**src/rtl/configure_pkg.sv**
```systemverilog
// Shared types and constants for the BRAM port arbiter.
package configure;

    // BRAM depth in 32-bit words; address wrap is applied inside the bram block.
    localparam int bram_depth = 1024;

    // Owner encoding carried in the response tag.
    localparam logic OWNER_IMEM = 1'b0;
    localparam logic OWNER_DMEM = 1'b1;

    // One memory access as presented by a core port.
    typedef struct packed {
        logic        instr;
        logic [31:0] addr;
        logic [31:0] wdata;
        logic [3:0]  wstrb;
    } mem_req_t;

    // Tag travelling alongside an issued access until its response returns.
    typedef struct packed {
        logic valid;
        logic owner;
    } tag_t;

endpackage

```
**src/rtl/bram_req_slot.sv**
```systemverilog
// One-entry pending slot for a single core port. The slot is transparent:
// a request being loaded this cycle is already visible at `head`, so the
// arbiter can issue it at the same edge it would otherwise be captured.
module bram_req_slot
    import configure::*;
(
    input  logic     clk,
    input  logic     rst,
    input  logic     load,   // accept req this cycle (slot must be empty)
    input  logic     clear,  // head is granted this cycle
    input  mem_req_t req,
    output logic     avail,  // slot holds a request, or one is arriving now
    output mem_req_t head    // request the arbiter would issue
);

    logic     full;
    mem_req_t held;

    assign avail = full | load;
    assign head  = full ? held : req;

    // Full flag: set when a request is captured and not granted in the same edge.
    always_ff @(posedge clk) begin
        if (rst) full <= 1'b0;
        else     full <= avail & ~clear;
    end

    // Payload register; only meaningful while full is set.
    always_ff @(posedge clk) begin
        if (load) held <= req;
    end

endmodule

```
**src/rtl/bram_arbiter.sv**
```systemverilog
// Serialises the core's instruction and data ports onto the single BRAM port.
// Each accepted request is issued on registered bram_* outputs, tagged with
// its owner, and the BRAM response one cycle later is routed back by tag.
module bram_arbiter
    import configure::*;
#(
    parameter bit FAIR = 1'b1  // 1: round-robin on contention, 0: dmem always wins
) (
    input  logic        clk,
    input  logic        rst,

    input  logic        imem_valid,
    input  logic        imem_instr,
    input  logic [31:0] imem_addr,
    input  logic [31:0] imem_wdata,
    input  logic [3:0]  imem_wstrb,
    output logic [31:0] imem_rdata,
    output logic        imem_ready,

    input  logic        dmem_valid,
    input  logic        dmem_instr,
    input  logic [31:0] dmem_addr,
    input  logic [31:0] dmem_wdata,
    input  logic [3:0]  dmem_wstrb,
    output logic [31:0] dmem_rdata,
    output logic        dmem_ready,

    output logic        bram_valid,
    output logic        bram_instr,
    output logic [31:0] bram_addr,
    output logic [31:0] bram_wdata,
    output logic [3:0]  bram_wstrb,
    input  logic [31:0] bram_rdata,
    input  logic        bram_ready
);

    // A port is busy from capture until its ready pulse; a valid seen while
    // busy breaks the one-outstanding protocol and is dropped. A new valid in
    // the same cycle as ready is legal, since the previous access is done.
    logic imem_busy, dmem_busy;
    logic imem_accept, dmem_accept;

    assign imem_accept = imem_valid & (~imem_busy | imem_ready);
    assign dmem_accept = dmem_valid & (~dmem_busy | dmem_ready);

    mem_req_t imem_req, dmem_req;
    mem_req_t imem_head, dmem_head, grant_req;
    logic     imem_avail, dmem_avail;
    logic     grant_imem, grant_dmem, grant_any;
    logic     rr, rr_next;   // owner granted last on contention
    tag_t     tag_issue;     // aligned with bram_valid
    tag_t     tag_resp;      // aligned with bram_ready

    assign imem_req = '{instr: imem_instr, addr: imem_addr, wdata: imem_wdata, wstrb: imem_wstrb};
    assign dmem_req = '{instr: dmem_instr, addr: dmem_addr, wdata: dmem_wdata, wstrb: dmem_wstrb};

    bram_req_slot u_imem_slot (
        .clk   (clk),
        .rst   (rst),
        .load  (imem_accept),
        .clear (grant_imem),
        .req   (imem_req),
        .avail (imem_avail),
        .head  (imem_head)
    );

    bram_req_slot u_dmem_slot (
        .clk   (clk),
        .rst   (rst),
        .load  (dmem_accept),
        .clear (grant_dmem),
        .req   (dmem_req),
        .avail (dmem_avail),
        .head  (dmem_head)
    );

    // Grant selection. The rr pointer only moves when both ports compete, so
    // back-to-back collisions alternate which port goes first.
    always_comb begin
        grant_imem = 1'b0;
        grant_dmem = 1'b0;
        rr_next    = rr;
        if (imem_avail && dmem_avail) begin
            if (FAIR) begin
                if (rr == OWNER_DMEM) begin
                    grant_imem = 1'b1;
                    rr_next    = OWNER_IMEM;
                end else begin
                    grant_dmem = 1'b1;
                    rr_next    = OWNER_DMEM;
                end
            end else begin
                grant_dmem = 1'b1;
            end
        end else if (imem_avail) begin
            grant_imem = 1'b1;
        end else if (dmem_avail) begin
            grant_dmem = 1'b1;
        end
    end

    assign grant_any = grant_imem | grant_dmem;
    assign grant_req = grant_dmem ? dmem_head : imem_head;

    // Control state: strobe, tag pipe, rr pointer and per-port busy flags.
    always_ff @(posedge clk) begin
        if (rst) begin
            bram_valid <= 1'b0;
            bram_wstrb <= 4'b0;
            tag_issue  <= '0;
            tag_resp   <= '0;
            rr         <= OWNER_DMEM;
            imem_busy  <= 1'b0;
            dmem_busy  <= 1'b0;
        end else begin
            bram_valid <= grant_any;
            if (grant_any) bram_wstrb <= grant_req.wstrb;
            tag_issue  <= '{valid: grant_any, owner: grant_dmem ? OWNER_DMEM : OWNER_IMEM};
            tag_resp   <= tag_issue;
            rr         <= rr_next;
            imem_busy  <= imem_accept | (imem_busy & ~imem_ready);
            dmem_busy  <= dmem_accept | (dmem_busy & ~dmem_ready);
        end
    end

    // Access payload; qualified by bram_valid so it needs no reset.
    always_ff @(posedge clk) begin
        if (grant_any) begin
            bram_instr <= grant_req.instr;
            bram_addr  <= grant_req.addr;
            bram_wdata <= grant_req.wdata;
        end
    end

    // Response routing by tag; the non-owning port never sees ready.
    assign imem_ready = bram_ready & tag_resp.valid & (tag_resp.owner == OWNER_IMEM);
    assign dmem_ready = bram_ready & tag_resp.valid & (tag_resp.owner == OWNER_DMEM);
    assign imem_rdata = bram_rdata;
    assign dmem_rdata = bram_rdata;

    // Flag a port re-pulsing valid before its previous access completed.
    always_ff @(posedge clk) begin
        if (!rst) begin
            assert (!(imem_valid && imem_busy && !imem_ready))
                else $warning("bram_arbiter: imem_valid while access outstanding, pulse dropped");
            assert (!(dmem_valid && dmem_busy && !dmem_ready))
                else $warning("bram_arbiter: dmem_valid while access outstanding, pulse dropped");
        end
    end

endmodule

```
**config.mk**
```make
export PLATFORM = sky130hd
export DESIGN_NAME = bram_arbiter
export DESIGN_NICKNAME = d
export VERILOG_FILES = /design/src/rtl/configure_pkg.sv /design/src/rtl/bram_req_slot.sv /design/src/rtl/bram_arbiter.sv
export SDC_FILE = /design/constraint.sdc
export NUM_CORES = 1
export LEC_CHECK = 0
export CAP_MARGIN = 30
export CORE_MARGIN = 1
export CORE_UTILIZATION = 49
export CTS_CLUSTER_DIAMETER = 120
export DETAILED_ROUTE_END_ITERATION = 10
export HOLD_SLACK_MARGIN = 0.1
export PLACE_DENSITY = 0.83
export SETUP_SLACK_MARGIN = 0.02
export SLEW_MARGIN = 5
export SYNTH_ARGS = -nofsm -noshare
export SYNTH_HDL_FRONTEND = slang
export SYNTH_SLANG_ARGS = --single-unit
```
**constraint.sdc**
```tcl
create_clock -name clk -period 15.92 [get_ports clk]
set_input_delay 3.184 -clock clk [delete_from_list [all_inputs] [get_ports clk]]
set_output_delay 3.184 -clock clk [all_outputs]
set_load 0.05 [all_outputs]
```
==> impl_metrics.xml <==
<?xml version="1.0" encoding="UTF-8"?>
<metrics>
  <group name="setup_path">
    <metric name="setup.worst_path.end_class" unit="">output pin</metric>
    <metric name="data_arrival_at_the_endpoint_of_the_critical_path" unit="ns">4.83</metric>
    <metric name="setup.worst_path.class" unit="">input port to output pin</metric>
    <metric name="cpMostUsedCell" unit="">sky130_fd_sc_hd__clkdlybuf4s50_1</metric>
    <metric name="worstSetupPathDepth" unit="">4</metric>
    <metric name="worst_path_top_cell_family_by_delay" unit="">buffers and inverters</metric>
    <metric name="critPathMaxFanout" unit="">4</metric>
    <metric name="setup.worst_path.start" unit="">bram_ready</metric>
    <metric name="cp_cell_sequence" unit="">clkdlybuf4s50_1 -&gt; nand3_1 -&gt; inv_1 -&gt; clkdlybuf4s50_1</metric>
    <metric name="master_of_the_slowest_instance_on_the_critical_path" unit="">sky130_fd_sc_hd__clkdlybuf4s50_1</metric>
    <metric name="timing.critical_path.slowest_cell_delay" unit="ns">0.80</metric>
    <metric name="crit-reg2reg-launch" unit="">u_imem_slot.full</metric>
    <metric name="timing.critical_path.from_type" unit="">input port</metric>
    <metric name="crit_end" unit="">dmem_ready</metric>
    <metric name="worstReg2RegEnd" unit="">bram_addr[27]</metric>
    <metric name="critical_path_buf_inv_count" unit="">3</metric>
    <metric name="reg2regPathDepth" unit="">4</metric>
    <metric name="timing.critical_path.required" unit="ns">12.74</metric>
    <metric name="timing.reg2reg.setup_slack" unit="ns">13.28</metric>
  </group>
  <group name="detailed_routing">
    <metric name="routed_via_density" unit="">5.49</metric>
    <metric name="wire_per_inst" unit="um">20.8</metric>
    <metric name="drcViolationCount" unit="">0</metric>
    <metric name="route.antenna.remaining_nets" unit="">0</metric>
    <metric name="routed_wirelength" unit="um">20000</metric>
    <metric name="via_count" unit="">5287</metric>
    <metric name="detail_route.iter0.violations" unit="">258</metric>
    <metric name="dr.pass1.iters" unit="">4</metric>
  </group>
  <group name="cells_and_area">
    <metric name="post_route_utilization" unit="">0.642</metric>
    <metric name="antenna_cells" unit="">0</metric>
    <metric name="commonest_cells_after_routing_fill_and_taps_aside" unit="">214 x sky130_fd_sc_hd__clkdlybuf4s50_1, 203 x sky130_fd_sc_hd__edfxtp_1, 195 x sky130_fd_sc_hd__mux2i_1, 23 x sky130_fd_sc_hd__clkbuf_16, 11 x sky130_fd_sc_hd__dfxtp_1</metric>
    <metric name="fillers" unit="">1314</metric>
    <metric name="final_common_cell" unit="">sky130_fd_sc_hd__clkdlybuf4s50_1</metric>
    <metric name="regArea" unit="um2">6360</metric>
    <metric name="multi_input_comb_area" unit="um2">2350</metric>
    <metric name="area_growth_syn_to_layout" unit="%">28.6</metric>
    <metric name="layout-drive-gt1-share" unit="">0.0754</metric>
    <metric name="nNetsFinal" unit="">889</metric>
  </group>
  <group name="synth">
    <metric name="synth-async-reset-ratio" unit="">0</metric>
    <metric name="main_area_contributors_after_synthesis" unit="">sky130_fd_sc_hd__edfxtp_1 65%, sky130_fd_sc_hd__mux2i_1 21%, sky130_fd_sc_hd__buf_4 5.3%</metric>
    <metric name="synth_edf_count" unit="">203</metric>
    <metric name="netlist.top_cell.by_area" unit="">sky130_fd_sc_hd__edfxtp_1</metric>
    <metric name="yosysWarnings" unit="">0</metric>
    <metric name="share_of_synthesized_area_occupied_by_flip_flops_and_latches" unit="">0.680</metric>
    <metric name="postSynthNetCount" unit="">732</metric>
    <metric name="ys_ff_latch" unit="">216</metric>
    <metric name="synthesis.instances" unit="">557</metric>
    <metric name="postSynth.topFlopCell" unit="">sky130_fd_sc_hd__edfxtp_1</metric>
    <metric name="synth_area" unit="um2">9340</metric>
    <metric name="synth_top_area_frac" unit="">0.653</metric>
    <metric name="syn-mean-instance-area" unit="um2">16.8</metric>
    <metric name="synth_cell_type_count" unit="">31</metric>
  </group>
  <group name="timing">
    <metric name="timing_max_transition_violations_final" unit="">0</metric>
    <metric name="max_slew.worst_pin.slew" unit="ns">0.756</metric>
    <metric name="min_cycle_time_layout" unit="ns">8.01</metric>
    <metric name="slew_headroom" unit="">0.496</metric>
    <metric name="tns" unit="ns">0</metric>
    <metric name="clock_skew" unit="ns">0.0134</metric>
    <metric name="final_setup_violation_count" unit="">0</metric>
    <metric name="final_min_period_over_clock_period" unit="">0.503</metric>
    <metric name="unrepaired_setup_endpoints_after_global_routing" unit="">no</metric>
    <metric name="max_freq" unit="MHz">125</metric>
    <metric name="timing.final.hold_violations" unit="">0</metric>
  </group>
  <group name="floorplan">
    <metric name="placeableCoreArea" unit="um2">18700</metric>
    <metric name="row_count" unit="">50</metric>
    <metric name="floorplan.initialDensity" unit="">0.499</metric>
    <metric name="io_pins" unit="">311</metric>
    <metric name="fp.dieH" unit="um">140</metric>
    <metric name="die_width" unit="um">140</metric>
    <metric name="floorplan.die_area" unit="um2">19600</metric>
  </group>
  <group name="job">
    <metric name="timing.max_cap.violations" unit="">0</metric>
  </group>
  <group name="clocking">
    <metric name="clkLatencyLatePin" unit="ns">0.51</metric>
    <metric name="cts_hold_buf" unit="">0</metric>
    <metric name="cts_tree" unit="">done</metric>
    <metric name="clock-root-buffer" unit="">sky130_fd_sc_hd__clkbuf_16</metric>
    <metric name="clkSinkCount" unit="">216</metric>
    <metric name="clock_tree.buffer_depth" unit="">3</metric>
    <metric name="cts_setup_buffers" unit="">0</metric>
    <metric name="cts_htree_levels" unit="">1</metric>
    <metric name="post_cts_resize_count" unit="">0</metric>
    <metric name="cts.reportedPaths.clkPinSlew" unit="ns">0.06</metric>
    <metric name="cts_bufs_inserted" unit="">23</metric>
  </group>
  <group name="pwr">
    <metric name="largest_voltage_drop_on_the_vdd_net" unit="mV">0.111</metric>
    <metric name="p_leak" unit="nW">4.23</metric>
    <metric name="powerDensity" unit="nW/um2">121</metric>
  </group>
  <group name="place">
    <metric name="io_buffers" unit="">214</metric>
    <metric name="gp_routability_congestion" unit="">0.813</metric>
    <metric name="place.detailed.hpwl" unit="um">12900</metric>
  </group>
  <group name="grt">
    <metric name="vias_in_the_first_global_route" unit="">5814</metric>
    <metric name="total_congestion_overflow" unit="">0</metric>
    <metric name="number_of_antenna_violations_at_the_first_check_in_global_routing" unit="">0</metric>
    <metric name="maximum_number_of_pins_on_one_net_before_global_route_repair" unit="">70</metric>
    <metric name="globalRouteTotalUtil" unit="">0.204</metric>
    <metric name="grt_pass1_wl" unit="um">31400</metric>
  </group>
  <group name="run_status">
    <metric name="status" unit="">complete, no violations</metric>
  </group>
  <group name="min_path">
    <metric name="timing.hold.worst.class" unit="">flop to flop</metric>
  </group>
</metrics>
[metal layers]
layer | track usage | up-vias | share of wire
met2 | 0.350 | 193 | 0.49
met5 | 0 | - | 0
met3 | 0.0458 | 56 | 0.062
met1 | 0.256 | 2641 | 0.41
li1 | - | 2397 | -
met4 | 0.0717 | 0 | 0.029
[cell type report]
cell class | instances | area share
clock inverter | 13 | 0.00990
multi-input combinational | 244 | 0.196
timing repair buffer | 222 | 0.189
inverter | 7 | 0.00219
tap | 234 | 0.0244
clock buffer | 27 | 0.0492
sequential | 216 | 0.530
[per-stage QoR]
stage                     setup slack (ns)  instance area (um2)  instances  hold WS, ns  total power, mW
after floorplan                       6.99                 9340        557        0.414            0.893
after global placement                7.97                11200        919        0.428            0.945
after detailed placement              7.92                11300        922        0.428            0.955
after CTS                             7.92                12000        962        0.442             1.46
after global routing                  7.86                12000        963        0.450             1.50
final                                 7.91                12000        963        0.440             1.45
[synth_stat cells (2+ instances only)]
| library cell | n |
|---|---|
| sky130_fd_sc_hd__edfxtp_1 | 203 |
| sky130_fd_sc_hd__mux2i_1 | 195 |
| sky130_fd_sc_hd__buf_4 | 66 |
| sky130_fd_sc_hd__dfxtp_1 | 13 |
| sky130_fd_sc_hd__clkbuf_1 | 11 |
| sky130_fd_sc_hd__mux2_2 | 8 |
| sky130_fd_sc_hd__buf_6 | 6 |
| sky130_fd_sc_hd__inv_1 | 6 |
| sky130_fd_sc_hd__nand4_1 | 5 |
| sky130_fd_sc_hd__buf_2 | 4 |
| sky130_fd_sc_hd__o2111ai_1 | 4 |
| sky130_fd_sc_hd__o311ai_0 | 4 |
| sky130_fd_sc_hd__a21oi_1 | 3 |
| sky130_fd_sc_hd__buf_1 | 3 |
| sky130_fd_sc_hd__nand2_1 | 3 |
| sky130_fd_sc_hd__nor2_1 | 3 |
| sky130_fd_sc_hd__nor2b_1 | 3 |
| sky130_fd_sc_hd__nand3_1 | 2 |
| sky130_fd_sc_hd__o21ai_0 | 2 |
| sky130_fd_sc_hd__or3_1 | 2 |
[how the worst min path moves through the flow]
stage	startpoint	to	slack (ns)	depth (start not counted)
floorplan	tag_issue[0]	tag_resp[0]	0.41	1
global placement	tag_issue[0]	tag_resp[0]	0.43	1
detailed placement	tag_issue[0]	tag_resp[0]	0.43	1
CTS	tag_issue[0]	tag_resp[0]	0.44	1
global route	tag_issue[0]	tag_resp[0]	0.45	1
finish	tag_issue[0]	tag_resp[0]	0.44	1
[power breakdown]
group          internal (mW)  switching (mW)  leakage (nW)
clock network          0.297           0.211         0.345
registers              0.678          0.0156          2.07
logic                 0.0986           0.150          1.81
total                   1.07           0.377          4.23
[sequential cells by signal, summed over array words and instances (netlist names)]
register	flops
u_dmem_slot.held	69
imem_busy	1
u_dmem_slot.full	1
rr	1
u_imem_slot.held	69
u_imem_slot.full	1
dmem_busy	1
tag_resp	2
bram_addr	32
tag_issue	2
bram_wdata	32
bram_wstrb	4
bram_instr	1
[logic make-up after synthesis]
kind of cell	count (synthesis)	share of synthesized area
flops	216	0.680
compound gates	15	0.0133
buf+inv	97	0.0709
simple gates	26	0.0169
mux	203	0.219
No activity file was read; power rests on OpenSTA's default activity.
